[src/rtl/pipeline_hazard_ctrl.sv]
// Central stall/flush controller for the 5-stage MIPS pipeline.
// The enable/flush decode is combinational (Mealy). The memory-wait FSM,
// the wait counter, the stall counter and mem_timeout are clocked.
module pipeline_hazard_ctrl #(
  parameter int unsigned MEM_TIMEOUT = 255,
  parameter int unsigned CNT_W       = 32
) (
  input  logic             clk,
  input  logic             reset,
  input  logic [4:0]       ifid_rs,
  input  logic [4:0]       ifid_rt,
  input  logic             ifid_uses_rt,
  input  logic             idex_memread,
  input  logic [4:0]       idex_rt,
  input  logic             ex_branch_taken,
  input  logic             id_jump,
  input  logic             mem_access,
  input  logic             mem_ready,
  input  logic             err_clear,
  output logic             pc_en,
  output logic             ifid_en,
  output logic             ifid_flush,
  output logic             idex_en,
  output logic             idex_flush,
  output logic             exmem_en,
  output logic             memwb_bubble,
  output logic             mem_timeout,
  output logic [CNT_W-1:0] stall_count
);

  localparam int unsigned WAIT_W = (MEM_TIMEOUT > 1) ? $clog2(MEM_TIMEOUT) : 1;
  localparam logic [WAIT_W-1:0] WAIT_LAST = WAIT_W'(MEM_TIMEOUT - 1);

  typedef enum logic [1:0] {
    RUN     = 2'd0,
    MEMWAIT = 2'd1,
    FAULT   = 2'd2
  } state_t;

  state_t            state;
  state_t            state_next;
  logic [WAIT_W-1:0] wait_cnt;
  logic [WAIT_W-1:0] wait_cnt_next;
  logic              mem_stall;
  logic              load_use;

  // Hazard detection terms; a load to r0 never creates a dependency.
  assign mem_stall = mem_access & ~mem_ready & (state != FAULT);
  assign load_use  = idex_memread & (idex_rt != 5'd0) &
                     ((idex_rt == ifid_rs) | (ifid_uses_rt & (idex_rt == ifid_rt)));

  // Prioritized enable/flush decode: freeze > branch > load-use > jump.
  always_comb begin
    pc_en        = 1'b1;
    ifid_en      = 1'b1;
    ifid_flush   = 1'b0;
    idex_en      = 1'b1;
    idex_flush   = 1'b0;
    exmem_en     = 1'b1;
    memwb_bubble = 1'b0;
    if (!reset || (state == FAULT) || mem_stall) begin
      pc_en        = 1'b0;
      ifid_en      = 1'b0;
      idex_en      = 1'b0;
      exmem_en     = 1'b0;
      memwb_bubble = 1'b1;
    end else if (ex_branch_taken) begin
      ifid_flush = 1'b1;
      idex_flush = 1'b1;
    end else if (load_use) begin
      pc_en      = 1'b0;
      ifid_en    = 1'b0;
      idex_flush = 1'b1;
    end else if (id_jump) begin
      ifid_flush = 1'b1;
    end
  end

  // Memory-wait sequencing with timeout into FAULT.
  always_comb begin
    state_next    = state;
    wait_cnt_next = wait_cnt;
    unique case (state)
      RUN: begin
        if (mem_stall) begin
          state_next    = MEMWAIT;
          wait_cnt_next = WAIT_W'(1);
        end
      end
      MEMWAIT: begin
        if (mem_ready) begin
          state_next    = RUN;
          wait_cnt_next = '0;
        end else if (wait_cnt == WAIT_LAST) begin
          state_next = FAULT;
        end else begin
          wait_cnt_next = wait_cnt + WAIT_W'(1);
        end
      end
      FAULT: begin
        if (err_clear) begin
          state_next    = RUN;
          wait_cnt_next = '0;
        end
      end
      default: begin
        state_next    = RUN;
        wait_cnt_next = '0;
      end
    endcase
  end

  // FSM state, wait counter and registered fault flag.
  always_ff @(posedge clk or negedge reset) begin
    if (!reset) begin
      state       <= RUN;
      wait_cnt    <= '0;
      mem_timeout <= 1'b0;
    end else begin
      state       <= state_next;
      wait_cnt    <= wait_cnt_next;
      mem_timeout <= (state_next == FAULT);
    end
  end

  // Saturating count of cycles in which the PC did not advance.
  always_ff @(posedge clk or negedge reset) begin
    if (!reset) begin
      stall_count <= '0;
    end else if (!pc_en && (stall_count != {CNT_W{1'b1}})) begin
      stall_count <= stall_count + CNT_W'(1);
    end
  end

endmodule

[config.mk]
export PLATFORM = sky130hd
export DESIGN_NAME = pipeline_hazard_ctrl
export DESIGN_NICKNAME = d
export VERILOG_FILES = /design/src/rtl/pipeline_hazard_ctrl.sv
export SDC_FILE = /design/constraint.sdc
export NUM_CORES = 1
export LEC_CHECK = 0
export BUFFER_PORTS_ARGS = -buffer_cell sky130_fd_sc_hd__buf_2
export CORE_MARGIN = 3
export CORE_UTILIZATION = 47
export CTS_CLUSTER_DIAMETER = 40
export DETAILED_ROUTE_END_ITERATION = 6
export PLACE_DENSITY = 0.82
export SLEW_MARGIN = 5
export SYNTH_ARGS = -nofsm -noshare
export SYNTH_HDL_FRONTEND = slang
export SYNTH_SLANG_ARGS = --single-unit
export TNS_END_PERCENT = 100
[constraint.sdc]
create_clock -name clk -period 2 [get_ports clk]
set_input_delay 0.4 -clock clk [delete_from_list [all_inputs] [get_ports clk]]
set_output_delay 0.4 -clock clk [all_outputs]
set_load 0.02 [all_outputs]
Yosys cells after proc, flatten, opt, wreduce, memory -nomap -nowiden
Cells that the tools add are included.
{"block": "op_classes", "addsub": 2, "multipliers": 0, "div_mod_pow": 0, "n_lt_le_gt_ge": 0, "eq_ne": 11, "shift": 0, "n_mux": 22, "bitwise": 7, "n_reduce_logical": 8}
{"op": "adder 32 x 1 -> 32 bit (second input constant)", "n": 1}
{"op": "2-to-1 mux 8 bit", "n": 4}
{"op": "!= test 32 bit (second input constant)", "n": 1}
{"op": "case mux 8 bit (3 select lines)", "n": 1}
{"op": "2-to-1 mux 1 bit", "n": 12}
{"op": "equality test 5 bit", "n": 2}
{"op": "adder 8 x 1 -> 8 bit (second input constant)", "n": 1}
{"op": "equality test 8 bit (second input constant)", "n": 1}
{"op": "2-to-1 mux 2 bit", "n": 4}
{"op": "!= test 2 bit (second input constant)", "n": 3}
{"op": "case mux 2 bit (3 select lines)", "n": 1}
{"op": "AND 1 bit", "n": 5}
{"op": "nonzero test 5 bit", "n": 1}
{"op": "equality test 2 bit (second input constant)", "n": 2}
{"op": "!= test 3 bit (second input constant)", "n": 1}
{"op": "AND reduction 3 bit", "n": 1}
{"op": "equality test 2 x 1 -> 1 bit (second input constant)", "n": 1}
{"op": "logical NOT 1 bit", "n": 2}
{"op": "logical NOT 2 bit", "n": 1}
{"op": "logical OR 1 bit", "n": 2}
{"op": "logical AND 1 bit", "n": 1}
{"op": "inverter 1 bit", "n": 1}
{"op": "bitwise OR 1 bit", "n": 1}
{"block": "totals", "register_bits": 43, "latchBits": 0, "ram_bits": 0, "mem_bits_ro": 0, "input_bits": 24, "output_inout_bits": 40, "wordCells": 54, "n_memories": 0}

Depth between registers and ports, before layout
{"block": "depth", "ltp_word": 9, "depth_mapped": 9}

Worst setup path before layout
Ideal clock, no wire load.
{"block": "synth_timing", "path_kind": "input to output", "startpoint": "in idex_rt[1]", "endpoint": "out ifid_flush", "t_arrival_ns": 1.828, "required_ns": 1.600, "setup_slack_ns": -0.228, "stages": 5, "cell_sequence": "or4_1 o21ai_0 nor2_1 a21oi_4 o21a_1"}
{"block": "synth_via", "elab_chain_len": 7, "elab_cells_between_ends": 10}
{"item": "from (decl)", "line_no": "14", "source": "input logic [4:0] idex_rt,"}
{"item": "equality test 5 bit", "line_no": "50", "source": "((idex_rt == ifid_rs) | (ifid_uses_rt & (idex_rt == ifid_rt)));"}
{"item": "AND 1 bit", "line_no": "50"}
{"item": "bitwise OR 1 bit", "line_no": "50"}
{"item": "AND 1 bit *", "line_no": "49", "source": "assign load_use = idex_memread & (idex_rt != 5'd0) &"}
{"item": "2-to-1 mux 1 bit *", "line_no": "70", "source": "end else if (load_use) begin"}
{"item": "2-to-1 mux 1 bit *", "line_no": "67", "source": "end else if (ex_branch_taken) begin"}
{"item": "2-to-1 mux 1 bit *", "line_no": "61", "source": "if (!reset || (state == FAULT) || mem_stall) begin"}
{"item": "to (decl)", "line_no": "22", "source": "output logic ifid_flush,"}
Every way passes the cells marked *; elsewhere a longest branch is shown, timed or not.

Worst setup path after layout
{"block": "layout_timing", "startpoint": "in idex_rt[2]", "endpoint": "out ifid_flush"}
The elaborated chain is that of the path after synthesis.

==> flow_metrics.tcl <==
set metrics [dict create \
    status "finished, violations left" \
    violations "negative setup slack" \
    core_um2 4750 \
    layoutNonFillerInstCount 401 \
    synth_edf_count 0 \
    nNetsFinal 360 \
    clock_path_buffers 2 \
    preCtsSetupSlack_ns -0.194 \
    route.detailed.drc 0 \
    cts_inserted_buffers 5 \
    die-area_um2 5850 \
    hold_slack_ns 0.222 \
    routed_via_density 5.43 \
    power.density_nw_per_um2 688 \
    wl_per_cell_um 15.6 \
    drt_iter0_drc 194 \
    synth.distinct_cells 40 \
    fin_crit_sh_pct 105 \
    p_leak_nw 1.50 \
    multi_input_area_um2 1340 \
    htreeDepth 2 \
    die_h_um 76.5 \
    fin_skew_ns 0.0106 \
    netlist_instances 226 \
    gr-total-overflow 0 \
    first_global_vias 2173 \
    synth-warning-count 0 \
    antenna_found_initial 0 \
    path_cells "buf_6 -> or4_4 -> o21ai_4 -> nor2_4 -> a21oi_4 -> o21a_4 -> buf_6" \
    yosys.area.top_type "dfrtp_1" \
    regArea_um2 1080 \
    r2r-start "stall_count[22]" \
    antenna_cells 0 \
    hp-class "input port to async pin" \
    rr_endpoint "stall_count[27]" \
    ctsHoldBuffers 0 \
    synth_common_cells "dfrtp_1, xnor2_1, nand2_1" \
    cpPeakStageDelay_ns 0.55 \
    path_common_cell "buf_6" \
    netlist.area_leader.share_pct 46.1 \
    rows 25 \
    fmax_mhz 475 \
    area_growth_pct 40.6 \
    drtAntennaViolNets 0 \
    ff2ff_path_depth 7 \
    start_kind "input port" \
    insertion_delay_ns 0.30 \
    grt_pass1_wl_mm 10.1 \
    tightest_slew_ns 0.536 \
    maxCapViolations 0 \
    hpwl_mm 4.38 \
    netlist_area_um2 2330 \
    critPathSlowestCell "or4_4" \
    die_w_um 76.5 \
    worst-path-buf-inv 2 \
    hold_viol 0 \
    synth_ff_type "dfrtp_1" \
    cp-end-kind "output port" \
    drive_gt1_share_pct 43.4 \
    worst-setup-path-type "input port to output port" \
    cts.sinks 43 \
    placed_cells 390 \
    rsz0062_at_grt "yes" \
    fillers 357 \
    ys_seq_elements 43 \
    slew_viol_final 0 \
    max-vdd-ir-drop_mv 0.872 \
    start_util_pct 49.1 \
    via_count 2177 \
    grt_max_degree 44 \
    cp.required_ns 1.60 \
    finalSetupViolations 4 \
    tns_ns -0.221 \
    io_pins 64 \
    rrSetupSlack_ns 0.02 \
    clk_pin_slew_ns 0.08 \
    syn_nets 253 \
    max_slew_margin_pct 64.3 \
    cp.arrival_ns 1.71 \
    synth_seq_area_share_pct 46.1 \
    firstDrtPassIters 4 \
    gp_congestion 0.823 \
    portBuffers 63 \
    min_period_ns 2.11 \
    syn_avg_cell_area_um2 10.3 \
    async_flop_share_pct 100 \
    netlist_top_cells_area "dfrtp_1, xnor2_1, nand4_1" \
    finalWorstSetupSlack_ns -0.106 \
    yosysMostFrequentCell "dfrtp_1" \
    cts_root_buffer "clkbuf_8" \
    cp_max_fo 4 \
    cpLargestDelayFamily "simple AND/OR/NAND/NOR gates" \
    groute.usage.overall_pct 21.3 \
    wirelength_mm 6.27 \
    cts_tree "built" \
]
placed cells by master (no fill, tap or decap), types with 3 or more instances in the layout:
cell / netlist / final
buf_2: 4 / 59
buf_4: 2 / 43
dfrtp_1: 43 / 41
xnor2_1: 30 / 29
nand2_1: 23 / 23
nand4_1: 17 / 17
nand3_1: 14 / 14
xor2_1: 12 / 12
o21ai_0: 11 / 10
nor2_1: 10 / 9
clkbuf_8: 0 / 7
inv_1: 4 / 4
o22ai_1: 4 / 4
o31ai_1: 4 / 4
nor4_2: 3 / 4
buf_6: 0 / 4
nor4_4: 0 / 3
and3_1: 3 / 3
and2_1: 3 / 3
layout make-up:
type / instances / area share [%]
Tap cell: 67 / 2.55
Inverter: 4 / 0.457
Timing Repair Buffer: 106 / 20.2
Multi-Input combinational cell: 173 / 40.9
Sequential cell: 43 / 32.9
Clock buffer: 8 / 3.05
per-stage QoR:
| stage | instance area, µm² | power (mW) | util [%] |
|---|---|---|---|
| detailed placement | 3020 | 1.65 | 63.6 |
| global route | 3280 | 2.38 | 69.0 |
| finish | 3280 | 2.26 | 69.0 |
| CTS | 3170 | 2.27 | 66.6 |
| global placement | 3020 | 1.63 | 63.6 |
| floorplan | 2360 | 1.36 | - |
worst max path at each step:
stage	start	end	slack, ns	depth (start not counted)
6_report	idex_rt[2]	ifid_flush	-0.11	7
4_1_cts	idex_rt[2]	ifid_flush	-0.11	7
3_5_place_dp	idex_rt[1]	ifid_flush	-0.19	7
3_3_place_gp	idex_rt[1]	ifid_flush	-0.11	7
5_1_grt	idex_rt[2]	ifid_flush	-0.16	7
2_1_floorplan	idex_rt[1]	ifid_flush	-0.10	5
flip-flops by register name (all words and copies together), names as in the netlist:
signal and flops:
stall_count 32, wait_cnt 8, state 2, mem_timeout 1
repair_timing:
action                     4_1_cts  5_1_grt
gates resized for setup          8       17
buffers inserted                 1        2
setup endpoints to repair        5       33
pin swaps                        6       10
gates cloned                     0        0
layer usage:
layer  vias to the layer above  routed length, µm  GRT usage, %
li1                       1021                  -             -
met4                         0                206          7.43
met3                        23                398          6.15
met5                         -                  0             0
met2                        78               3170          36.0
met1                      1055               2500          25.8
cell families (layout without fill, tap and decap cells):
| kind of cell | after synthesis | in the layout | share of synthesized area (%) |
|---|---|---|---|
| buffers and inverters | 10 | 118 | 2.14 |
| adders and majority gates | 3 | 3 | 1.61 |
| DFF | 43 | 43 | 46.1 |
| xor gates and xnor gates | 42 | 42 | 15.8 |
| and+or+nand+nor | 98 | 98 | 25.3 |
| AOI/OAI and AO/OA | 28 | 28 | 8.15 |
| muxes | 2 | 2 | 0.912 |
where the power goes:
| group | switching [mW] | internal [mW] | leakage (nW) |
|---|---|---|---|
| registers | 0.0579 | 0.948 | 0.544 |
| logic | 0.356 | 0.293 | 0.901 |
| clock network | 0.288 | 0.315 | 0.0515 |
| total | 0.702 | 1.56 | 1.50 |
Note: power is estimated with default switching activity, not from simulation.
